File: src/rtl/layer_ser_pkg.sv
// Shared types and helpers for the layer output serializer.
package layer_ser_pkg;

  typedef enum logic {S_IDLE, S_STREAM} ser_state_t;

  // Widest packed vector / word that slice_word can extract from.
  localparam int unsigned SLICE_VEC_W  = 4096;
  localparam int unsigned SLICE_WORD_W = 64;

  // Extract word i of width w from a packed vector (caller truncates to w).
  function automatic logic [SLICE_WORD_W-1:0] slice_word(
    input logic [SLICE_VEC_W-1:0] vec,
    input int unsigned            i,
    input int unsigned            w
  );
    return SLICE_WORD_W'(vec >> (i * w));
  endfunction

endpackage

File: src/rtl/layer_argmax.sv
// Running signed argmax over each streamed vector; ties keep the lower index.
module layer_argmax #(
  parameter int unsigned NUM_NEURON = 10,
  parameter int unsigned DATA_WIDTH = 16,
  parameter int unsigned IDX_WIDTH  = 4
) (
  input  logic                  clk,
  input  logic                  rst,
  input  logic [IDX_WIDTH-1:0]  idx,
  input  logic [DATA_WIDTH-1:0] word,
  input  logic                  valid,
  output logic [IDX_WIDTH-1:0]  argmax_idx,
  output logic                  argmax_valid
);

  localparam logic [IDX_WIDTH-1:0] LAST_IDX = IDX_WIDTH'(NUM_NEURON - 1);

  logic [DATA_WIDTH-1:0] max_q;
  logic [IDX_WIDTH-1:0]  best_q;
  logic                  take_c;
  logic [DATA_WIDTH-1:0] win_max_c;
  logic [IDX_WIDTH-1:0]  win_idx_c;

  // Index 0 restarts the tracker; later words win only when strictly greater.
  always_comb begin
    take_c    = (idx == '0) || ($signed(word) > $signed(max_q));
    win_max_c = take_c ? word : max_q;
    win_idx_c = take_c ? idx  : best_q;
  end

  // Track the running maximum and publish the winner after the last word.
  always_ff @(posedge clk) begin
    if (rst) begin
      max_q        <= '0;
      best_q       <= '0;
      argmax_idx   <= '0;
      argmax_valid <= 1'b0;
    end else begin
      argmax_valid <= valid && (idx == LAST_IDX);
      if (valid) begin
        max_q  <= win_max_c;
        best_q <= win_idx_c;
        if (idx == LAST_IDX) begin
          argmax_idx <= win_idx_c;
        end
      end
    end
  end

endmodule

File: src/rtl/layer_out_serializer.sv
// Collects the parallel neuron results of one layer and replays them as a
// dense serial stream (index 0 first) into the next layer. Double-buffered.
// Optional: define LAYER_ARGMAX_EN to add a signed argmax over each vector.
module layer_out_serializer
  import layer_ser_pkg::*;
#(
  parameter  int unsigned NUM_NEURON = 10,
  parameter  int unsigned DATA_WIDTH = 16,
  localparam int unsigned IDX_WIDTH  = (NUM_NEURON > 1) ? $clog2(NUM_NEURON) : 1
) (
  input  logic                             clk,
  input  logic                             rst,
  input  logic [NUM_NEURON*DATA_WIDTH-1:0] neuron_out,
  input  logic [NUM_NEURON-1:0]            neuron_valid,
  output logic [DATA_WIDTH-1:0]            next_input,
  output logic                             next_input_valid,
  output logic                             busy,
  output logic                             overrun,
  output logic [IDX_WIDTH-1:0]             argmax_idx,
  output logic                             argmax_valid
);

  localparam logic [IDX_WIDTH-1:0] LAST_IDX = IDX_WIDTH'(NUM_NEURON - 1);

  logic [DATA_WIDTH-1:0] cap_reg [NUM_NEURON];
  logic [DATA_WIDTH-1:0] cap_nxt [NUM_NEURON];
  logic [DATA_WIDTH-1:0] tx_buf  [NUM_NEURON];
  logic [NUM_NEURON-1:0] mask, mask_nxt;
  logic                  pending, pending_nxt;
  ser_state_t            state, state_nxt;
  logic [IDX_WIDTH-1:0]  idx, idx_nxt;
  logic [DATA_WIDTH-1:0] next_input_nxt;
  logic                  next_input_valid_nxt;
  logic                  overrun_nxt;
  logic                  busy_nxt;
  logic                  full_c;
  logic                  last_c;
  logic                  load_c;

  // Capture buffer as it will be after this edge, so a completing word is
  // visible to a same-edge reload of tx_buf.
  always_comb begin
    for (int unsigned i = 0; i < NUM_NEURON; i++) begin
      cap_nxt[i] = neuron_valid[i]
                 ? DATA_WIDTH'(slice_word(SLICE_VEC_W'(neuron_out), i, DATA_WIDTH))
                 : cap_reg[i];
    end
  end

  // Next-state and registered-output values.
  always_comb begin
    full_c               = &(mask | neuron_valid);
    last_c               = (idx == LAST_IDX);
    load_c               = (full_c || pending) && ((state == S_IDLE) || last_c);

    state_nxt            = state;
    idx_nxt              = idx;
    next_input_nxt       = next_input;
    next_input_valid_nxt = 1'b0;
    mask_nxt             = full_c ? '0 : (mask | neuron_valid);
    overrun_nxt          = overrun | (|(neuron_valid & mask)) | (full_c & pending);
    pending_nxt          = pending;

    if (load_c) begin
      pending_nxt = 1'b0;
    end else if (full_c) begin
      pending_nxt = 1'b1;
    end

    case (state)
      S_IDLE: begin
        if (load_c) begin
          state_nxt            = S_STREAM;
          idx_nxt              = '0;
          next_input_nxt       = cap_nxt[0];
          next_input_valid_nxt = 1'b1;
        end
      end
      S_STREAM: begin
        if (!last_c) begin
          idx_nxt              = idx + IDX_WIDTH'(1);
          next_input_nxt       = tx_buf[idx_nxt];
          next_input_valid_nxt = 1'b1;
        end else if (load_c) begin
          idx_nxt              = '0;
          next_input_nxt       = cap_nxt[0];
          next_input_valid_nxt = 1'b1;
        end else begin
          state_nxt = S_IDLE;
        end
      end
      default: state_nxt = S_IDLE;
    endcase

    busy_nxt = (state_nxt == S_STREAM) | pending_nxt;
  end

  // Control state and outputs.
  always_ff @(posedge clk) begin
    if (rst) begin
      state            <= S_IDLE;
      idx              <= '0;
      mask             <= '0;
      pending          <= 1'b0;
      next_input       <= '0;
      next_input_valid <= 1'b0;
      busy             <= 1'b0;
      overrun          <= 1'b0;
    end else begin
      state            <= state_nxt;
      idx              <= idx_nxt;
      mask             <= mask_nxt;
      pending          <= pending_nxt;
      next_input       <= next_input_nxt;
      next_input_valid <= next_input_valid_nxt;
      busy             <= busy_nxt;
      overrun          <= overrun_nxt;
    end
  end

  // Data buffers need no reset; mask and pending qualify their contents.
  always_ff @(posedge clk) begin
    for (int unsigned i = 0; i < NUM_NEURON; i++) begin
      cap_reg[i] <= cap_nxt[i];
      if (load_c) begin
        tx_buf[i] <= cap_nxt[i];
      end
    end
  end

`ifdef LAYER_ARGMAX_EN
  layer_argmax #(
    .NUM_NEURON (NUM_NEURON),
    .DATA_WIDTH (DATA_WIDTH),
    .IDX_WIDTH  (IDX_WIDTH)
  ) u_argmax (
    .clk          (clk),
    .rst          (rst),
    .idx          (idx),
    .word         (next_input),
    .valid        (next_input_valid),
    .argmax_idx   (argmax_idx),
    .argmax_valid (argmax_valid)
  );
`else
  assign argmax_idx   = '0;
  assign argmax_valid = 1'b0;
`endif

endmodule
File: config.mk
export PLATFORM = sky130hd
export DESIGN_NAME = layer_out_serializer
export DESIGN_NICKNAME = d
export VERILOG_FILES = /design/src/rtl/layer_ser_pkg.sv /design/src/rtl/layer_argmax.sv /design/src/rtl/layer_out_serializer.sv
export SDC_FILE = /design/constraint.sdc
export NUM_CORES = 1
export LEC_CHECK = 0
export ABC_CLOCK_PERIOD_IN_PS = 15550
export CORE_UTILIZATION = 40
export DETAILED_ROUTE_END_ITERATION = 8
export MAX_ROUTING_LAYER = met4
export PLACE_DENSITY = 0.64
export SLEW_MARGIN = 5
export SYNTH_ARGS = -nofsm -noshare
export SYNTH_HDL_FRONTEND = slang
export SYNTH_HIERARCHICAL = 1
export SYNTH_SLANG_ARGS = --single-unit
File: constraint.sdc
create_clock -name clk -period 15.55 [get_ports clk]
set_clock_uncertainty 0.05 [all_clocks]
set_input_delay 3.11 -clock clk [delete_from_list [all_inputs] [get_ports clk]]
set_output_delay 3.11 -clock clk [all_outputs]
set_load 0.05 [all_outputs]
==> impl_metrics.py, run 1 <==
metrics = {
    "sta": {
        "fin_crit_sh_pct": 45.2,
        "hold_viol_final": 0,
        "setup_viol": 0,
        "max_freq_mhz": 142,
        "finalSetupTns_ns": 0,
        "min_period_ns": 7.02,
        "slew_viol_final": 0,
        "maxSlewHeadroom_pct": 19.6,
        "rsz0062_at_grt": "no",
        "worst_pin_slew_ns": 1.20,
    },
    "yosys": {
        "synth-seq-area-share_pct": 67.4,
        "synthAdderAreaFrac_pct": 0.194,
        "synth-simple-area-share_pct": 4.59,
        "yosysTopAreaCellShare_pct": 37.3,
        "synth_top_family_by_area": "multiplexers",
        "synth_compound_area_share_pct": 5.32,
        "yosys-top-cells-area": "edfxtp_1, dfxtp_1, mux2_2",
        "netlist_area_sq_um": 12900,
        "synthMuxAreaShare_pct": 19.5,
        "ys_types": 45,
        "syn_inst": 848,
        "synth-xor-area-share_pct": 0.204,
        "yosysTopAreaCell": "edfxtp_1",
        "ys_warn_count": 6,
        "postSynthAreaPerCell_sq_um": 15.2,
        "ys_seq_elements": 354,
    },
    "pwr": {
        "p_leak_nw": 6.00,
        "power.share.sequential_pct": 50.0,
        "p_sw_mw": 0.427,
        "clockPowerShare_pct": 42.4,
        "combPwrFrac_pct": 7.5,
        "p_per_area_nw_per_um2": 128,
        "p_int_mw": 1.67,
        "swShare_pct": 20.4,
        "ir_drop_uv": 60.4,
    },
    "drt": {
        "drt-vias-per-instance": 5.00,
        "routed_wl_mm": 28.2,
        "ant_nets": 0,
        "post_drt_wl_per_cell_um": 19.2,
        "firstDrtPassIters": 5,
        "num_vias": 7343,
        "route.detailed.drc": 0,
        "dr.first_iter.drc_count": 496,
    },
    "min_path": {
        "hold_class": "flop to flop",
    },
    "global_route": {
        "grt_use_total_pct": 17.9,
        "grt_start_max_net_pins": 93,
        "overflow": 0,
        "grtUsageMet3_pct": 2.81,
        "antenna_found_initial": 0,
        "grt_util_met1_pct": 23.4,
        "grt_pass1_vias": 7462,
        "top_usage_layer": "met2",
        "grtUsageMet2_pct": 28.9,
        "grt_pass1_wl_mm": 43.0,
    },
    "place": {
        "dp_hpwl_mm": 19.4,
        "gp_congestion": 0.820,
        "portBuffers": 190,
    },
    "clock_network": {
        "ctsHtreeMaxLevel": 2,
        "clk-insertion-delay-late_ns": 0.51,
        "path_clk_slew_ns": 0.06,
        "cts_sinks": 354,
        "cts_tree": "done",
        "cts_resized": 0,
        "root_buffer": "clkbuf_16",
        "numCtsBuffers": 37,
        "postCtsHoldBufs": 0,
        "cts_setup_buffers": 0,
        "clockBufferDepth": 3,
    },
    "final_layout": {
        "areaGrowthSynthToFinish_pct": 27.1,
        "drive_above_1_share_pct": 25.0,
        "post-route-util_pct": 51.8,
        "antenna_cells": 0,
        "fin_nets": 1214,
    },
    "die": {
        "core.rowCount": 65,
        "core_sq_um": 31600,
        "die_w_um": 181,
        "die_h_um": 181,
        "dieArea_sq_um": 32900,
        "io_pins": 196,
        "floorplan.initialDensity_pct": 40.7,
    },
    "setup_path": {
        "worstSetupStartpointType": "input port",
        "end_kind": "flop",
        "critical_path.max_fanout": 92,
        "path_class": "input port to flop",
        "cp.arrival_ns": 7.09,
        "required_ns": 15.61,
    },
    "status": {
        "outcome": "finished clean",
    },
    "job": {
        "cap_violations": 0,
    },
}
## layout make-up
type	instances	area, sq um
flip-flops and latches	354	8690
well taps	402	503
clock inverters	14	171
fillers	2664	15300
repair buffers	203	2000
inverters	19	71.3
multi-input cells	425	3870
clock buffers	51	1070
## kinds of logic after synthesis
| family | after synthesis |
|---|---|
| DFF | 354 |
| buffers and inverters | 73 |
| and+or+nand+nor | 124 |
| other | 1 |
| adders and majority gates | 2 |
| AOI/OAI and AO/OA | 98 |
| muxes | 193 |
| xor gates and xnor gates | 3 |
## metal layers
| layer | routed length (um) | share of wire (%) |
|---|---|---|
| met1 | 12700 | 45 |
| met2 | 13700 | 48 |
| met3 | 1380 | 4.9 |
| met4 | 523 | 1.9 |
| met5 | 0 | 0 |
## worst paths after layout
kind	start	to	slack (ns)	cells past startpoint
worst max register to register	idx[0]	tx_buf[8][5]	11.21	5
worst min-delay path	cap_reg[6][9]	cap_reg[6][9]	0.42	1
worst max-delay path	neuron_valid[0]	tx_buf[8][5]	8.53	7
worst min register to register	cap_reg[6][9]	cap_reg[6][9]	0.42	1
## cell usage in the layout, fill, tap and decap left out, types with 3 or more instances in the layout
cell type,Yosys,layout
a21oi_1,21,21
o21ai_0,32,32
nand3_1,18,18
a221oi_2,8,8
conb_1,1,5
nor2_1,42,42
mux2i_1,16,16
nand3b_1,16,16
clkbuf_16,0,38
clkbuf_8,0,7
nand2_1,35,35
edfxtp_1,160,160
dfxtp_1,194,193
a22oi_1,3,3
buf_4,8,13
mux4_2,32,32
clkinv_2,0,8
o22ai_1,3,3
clkbuf_1,23,6
mux2_2,145,145
a221oi_1,7,7
bufinv_16,0,4
clkdlybuf4s50_1,0,190
a21o_1,15,15
inv_1,19,19
## synth_stat cells, drive strengths merged
cell	count
dfxtp	194
edfxtp	160
mux2	145
nor2	44
nand2	35
o21ai	34
mux4	32
buf	31
clkbuf	23
a21oi	21
inv	19
nand3	18
mux2i	16
nand3b	16
a21o	15
a221oi	15
a22oi	3
o22ai	3
a31oi	2
ha	2
nand2b	2
nor3	2
xor2	2
a222oi	1
a311oi	1
and2	1
and4	1
conb	1
nand4	1
nor4	1
o211a	1
o2bb2ai	1
o31ai	1
or2	1
or3	1
or4	1
xnor2	1
## critical path, stage by stage
cell and delay (ns):
clkdlybuf4s50_1 0.45, buf_4 0.31, nor2_2 0.11, or4_4 0.55, o21ai_4 0.52, and2_4 0.87
buf_4 0.97
## power groups by stage
stage | Sequential [mW] | Combinational (mW) | Clock (mW)
4_1_cts | 1.05 | 0.161 | 0.908
6_report | 1.05 | 0.158 | 0.889
3_3_place_gp | 1.07 | 0.157 | 0
3_5_place_dp | 1.07 | 0.159 | 0
2_1_floorplan | 1.07 | 0.0841 | 0
5_1_grt | 1.05 | 0.170 | 0.944
## through the flow
step	cells	area, sq um	setup WS, ns	hold WS (ns)	power (mW)
floorplan	852	12900	7.06	0.388	1.15
global placement	1403	15100	8.11	0.403	1.22
detailed placement	1403	15100	8.01	0.409	1.23
CTS	1468	16400	8.55	0.424	2.12
global route	1468	16400	8.34	0.436	2.17
finish	1468	16400	8.53	0.420	2.09
(Power assumes the default switching activity.)
==> inputs of run 2 (changes only) <==
ABC_CLOCK_PERIOD_IN_PS = 6300   (was 15550)
PLACE_DENSITY = 0.66   (was 0.64)
clock period = 6.3 ns   (was 15.55 ns; I/O delays follow)
==> impl_metrics.py, run 2 (same netlist as run 1, synthesis figures left out) <==
metrics = {
    "status": {
        "outcome": "finished clean",
    },
    "clock_network": {
        "clk-insertion-delay-late_ns": 0.53,
        "numCtsBuffers": 36,
        "root_buffer": "clkbuf_16",
        "ctsHtreeMaxLevel": 2,
        "postCtsHoldBufs": 0,
        "cts_tree": "done",
        "path_clk_slew_ns": 0.06,
        "clockBufferDepth": 3,
        "cts_resized": 0,
        "cts_setup_buffers": 0,
        "cts_sinks": 354,
    },
    "job": {
        "cap_violations": 0,
    },
    "final_layout": {
        "layout_commonest_cell": "dfxtp_1",
        "drive_above_1_share_pct": 25.0,
        "final_cell_mix": "dfxtp_1, clkdlybuf4s50_1, edfxtp_1",
        "nFillCells": 2638,
        "post-route-util_pct": 51.7,
        "fin_nets": 1214,
        "antenna_cells": 0,
        "areaGrowthSynthToFinish_pct": 26.8,
    },
    "setup_path": {
        "cp.arrival_ns": 4.30,
        "required_ns": 6.39,
        "end_kind": "flop",
        "worstSetupStartpointType": "input port",
        "critical_path.max_fanout": 73,
        "path_class": "input port to flop",
    },
    "drt": {
        "wl_met2_mm": 14.1,
        "route.detailed.drc": 0,
        "met3WireLength_mm": 1.43,
        "dr.first_iter.drc_count": 479,
        "drt-vias-per-instance": 5.06,
        "num_vias": 7444,
        "ant_nets": 0,
        "post_drt_wl_per_cell_um": 19.8,
        "routed_wl_mm": 29.1,
        "firstDrtPassIters": 5,
        "met1_length_mm": 12.8,
        "top_layer": "met4",
    },
    "die": {
        "core_sq_um": 31600,
        "floorplan.initialDensity_pct": 40.7,
        "core.rowCount": 65,
        "die_h_um": 181,
        "dieArea_sq_um": 32900,
        "die_w_um": 181,
        "io_pins": 196,
    },
    "sta": {
        "slew_viol_final": 0,
        "finalSetupTns_ns": 0,
        "max_freq_mhz": 237,
        "maxSlewHeadroom_pct": 17.8,
        "setup_viol": 0,
        "min_period_ns": 4.22,
        "worst_slack_ns": 2.08,
        "fin_crit_sh_pct": 67.0,
        "worst_pin_slew_ns": 1.23,
        "hold_viol_final": 0,
        "rsz0062_at_grt": "no",
    },
    "pwr": {
        "p_leak_nw": 5.97,
        "ir_drop_uv": 155,
        "p_total_mw": 5.09,
        "p_per_area_nw_per_um2": 311,
    },
    "global_route": {
        "antenna_found_initial": 0,
        "grt_use_total_pct": 18.6,
        "grt_start_max_net_pins": 88,
        "grt_pass1_wl_mm": 44.7,
        "grt_pass1_vias": 7749,
        "overflow": 0,
    },
    "place": {
        "gp_congestion": 0.816,
        "portBuffers": 190,
        "dp_hpwl_mm": 20.0,
        "preCtsSetupSlack_ns": 1.51,
    },
    "min_path": {
        "hold_class": "flop to flop",
    },
}
==> run 2: through the flow <==
stage,cells,cell area [sq um],hold slack (ns)
CTS,1470,16300,0.424
finish,1470,16300,0.421
detailed placement,1404,15200,0.408
floorplan,852,12900,0.388
global route,1470,16300,0.434
global placement,1404,15200,0.402
==> run 2: where the power goes <==
part | switching (mW) | total [mW] | internal, mW
Clock | 0.878 | 2.11 | 1.23
Sequential | 0.0391 | 2.59 | 2.55
Combinational | 0.170 | 0.391 | 0.221
Total | 1.09 | 5.09 | 4.00
==> run 2: worst max-delay path, stage by stage <==
cell	delay (ns)
clkdlybuf4s50_1	0.45
buf_4	0.32
nor2_2	0.11
or4_4	0.55
o21ai_4	0.55
and2_4	0.28
buf_4	0.73
==> run 2: final cells by class <==
cell class / count / area [sq um] / share of cell area (%)
Clock buffer: 45 / 1020 / 6.22
Clock inverter: 21 / 166 / 1.02
Inverter: 19 / 71.3 / 0.436
Multi-Input combinational cell: 425 / 3870 / 23.7
Sequential cell: 354 / 8690 / 53.2
Tap cell: 402 / 503 / 3.08
Timing Repair Buffer: 204 / 2020 / 12.4
==> run 2: routing by layer <==
metal  global-route usage (%)  vias up
met5                        -        -
met2                     29.8      214
met4                     6.34        0
met1                     24.1     3668
li1                         -     3513
met3                     2.87       49
==> run 2: path summary, 6_finish.rpt <==
kind | endpoint | start | slack [ns] | cells after the start
worst max register to register | tx_buf[5][1] | idx[0] | 2.86 | 5
worst min register to register | cap_reg[4][4] | cap_reg[4][4] | 0.42 | 1
worst max-delay path | tx_buf[5][1] | neuron_valid[0] | 2.08 | 7
worst min-delay path | cap_reg[4][4] | cap_reg[4][4] | 0.42 | 1
==> inputs of run 3 (changes only) <==
ABC_CLOCK_PERIOD_IN_PS = 4050   (was 6300)
PLACE_DENSITY = 0.64   (was 0.66)
clock period = 4.05 ns   (was 6.3 ns; I/O delays follow)
==> impl_metrics.py, run 3 (same netlist as run 1, synthesis figures left out) <==
metrics = {
    "sta": {
        "max_freq_mhz": 342,
        "maxSlewHeadroom_pct": 36.4,
        "worst_pin_slew_ns": 0.954,
        "min_period_ns": 2.92,
        "hold_viol_final": 0,
        "finalSetupTns_ns": 0,
        "whs_ns": 0.420,
        "slew_viol_final": 0,
        "setup_viol": 0,
        "fin_crit_sh_pct": 72.2,
        "rsz0062_at_grt": "no",
    },
    "global_route": {
        "overflow": 0,
        "antenna_found_initial": 0,
        "grt_pass1_vias": 7314,
        "grt_pass1_wl_mm": 43.0,
        "grt_use_total_pct": 17.8,
        "grt_start_max_net_pins": 51,
    },
    "final_layout": {
        "drive_above_1_share_pct": 24.6,
        "nFillCells": 2611,
        "areaGrowthSynthToFinish_pct": 27.5,
        "final_area_sq_um": 16400,
        "post-route-util_pct": 51.9,
        "layout_commonest_cell": "dfxtp_1",
        "antenna_cells": 0,
        "fin_nets": 1221,
        "final_cell_mix": "dfxtp_1, clkdlybuf4s50_1, edfxtp_1",
    },
    "place": {
        "place_area_sq_um": 15200,
        "dp_hpwl_mm": 20.2,
        "portBuffers": 190,
        "gp_congestion": 0.858,
    },
    "setup_path": {
        "path_class": "input port to flop",
        "slowest_delay_ns": 0.63,
        "end_kind": "flop",
        "cp.arrival_ns": 3.05,
        "required_ns": 4.17,
        "r2r_cells": 4,
        "cp_cell_sequence": "clkdlybuf4s50_1, o22ai_1, or3_1, o21ai_4, and2_4, buf_12",
        "r2r-end": "tx_buf[4][9]",
        "worstSetupStartpointType": "input port",
        "r2r-start": "idx[3]",
        "rrSetupSlack_ns": 1.35,
        "crit_slowest_cell": "clkdlybuf4s50_1",
        "critical_path_buf_inv_count": 2,
        "critical_path.max_fanout": 48,
        "crit_family": "buffers and inverters",
        "cp.depth": 6,
    },
    "die": {
        "floorplan.initialDensity_pct": 40.7,
        "core.rowCount": 65,
        "die_h_um": 181,
        "io_pins": 196,
        "dieArea_sq_um": 32900,
        "die_w_um": 181,
        "core_sq_um": 31600,
    },
    "drt": {
        "route.detailed.drc": 0,
        "drt-vias-per-instance": 4.90,
        "dr.first_iter.drc_count": 465,
        "firstDrtPassIters": 4,
        "post_drt_wl_per_cell_um": 19.0,
        "routed_wl_mm": 28.1,
        "num_vias": 7242,
        "ant_nets": 0,
    },
    "clock_network": {
        "ctsHtreeMaxLevel": 2,
        "clockBufferDepth": 3,
        "cts_setup_buffers": 0,
        "clk-insertion-delay-late_ns": 0.51,
        "cts_sinks": 354,
        "cts_resized": 0,
        "cts_tree": "done",
        "path_clk_slew_ns": 0.06,
        "numCtsBuffers": 37,
        "postCtsHoldBufs": 0,
        "root_buffer": "clkbuf_16",
    },
    "pwr": {
        "swShare_pct": 20.8,
        "clockPowerShare_pct": 41.6,
        "p_sw_mw": 1.65,
        "combPwrFrac_pct": 7.8,
        "p_leak_nw": 6.02,
        "p_per_area_nw_per_um2": 483,
        "p_int_mw": 6.28,
        "ir_drop_uv": 277,
        "power.share.sequential_pct": 50.6,
        "p_total_mw": 7.93,
    },
    "job": {
        "cap_violations": 0,
    },
    "min_path": {
        "min_from": "cap_reg[4][11]",
        "worstHoldPathCells": 1,
        "hold_path_end": "cap_reg[4][11]",
        "hold_class": "flop to flop",
    },
    "status": {
        "outcome": "finished clean",
    },
}
-- run 3: changes by cell type in the layout (fill, tap and decap cells not counted) --
cell,before,now
buf_4,13,16
clkbuf_16,38,39
inv_6,2,1
clkbuf_8,4,1
clkbuf_1,3,11
clkinv_2,7,5
buf_12,1,4
clkinvlp_4,3,0
clkinv_1,6,8
clkinv_4,1,0
bufinv_16,2,3
-- run 3: final cells by class --
class / count / area [sq um] / area share [%]
multi-input cells: 425 / 3870 / 23.6
flip-flops and latches: 354 / 8690 / 52.9
clock buffers: 51 / 1030 / 6.28
well taps: 402 / 503 / 3.06
inverters: 19 / 71.3 / 0.434
clock inverters: 17 / 154 / 0.937
repair buffers: 210 / 2100 / 12.8
-- run 3: worst max path at each step --
stage                               start      endpoint  slack (ns)
final                     neuron_valid[8]  tx_buf[4][9]        1.13
after global routing      neuron_valid[8]  tx_buf[4][9]        1.04
after CTS                 neuron_valid[8]  tx_buf[4][9]        1.14
after detailed placement  neuron_valid[8]  tx_buf[6][8]        0.61
after global placement    neuron_valid[8]  tx_buf[5][8]        0.65
after floorplan           neuron_valid[9]  tx_buf[0][0]        0.48
-- run 3: per-stage QoR --
step	instances	worst slack, ns
6_report	1478	1.13
5_1_grt	1478	1.04
4_1_cts	1478	1.14
3_5_place_dp	1410	0.609
3_3_place_gp	1410	0.651
2_1_floorplan	852	0.477
-- run 3: power by group through the flow --
stage / clock network, mW / registers, mW / logic [mW]
floorplan: 0 / 4.10 / 0.323
finish: 3.30 / 4.01 / 0.621
CTS: 3.37 / 4.02 / 0.633
detailed placement: 0 / 4.09 / 0.629
global placement: 0 / 4.09 / 0.622
global route: 3.50 / 4.04 / 0.671
-- run 3: metal layers --
metal / GRT usage, % / part of all wire, % / vias to the layer above
li1: - / - / 3518
met3: 2.93 / 4.9 / 48
met1: 24.5 / 47 / 3475
met5: - / 0 / -
met2: 27.0 / 46 / 201
met4: 5.53 / 2.4 / 0
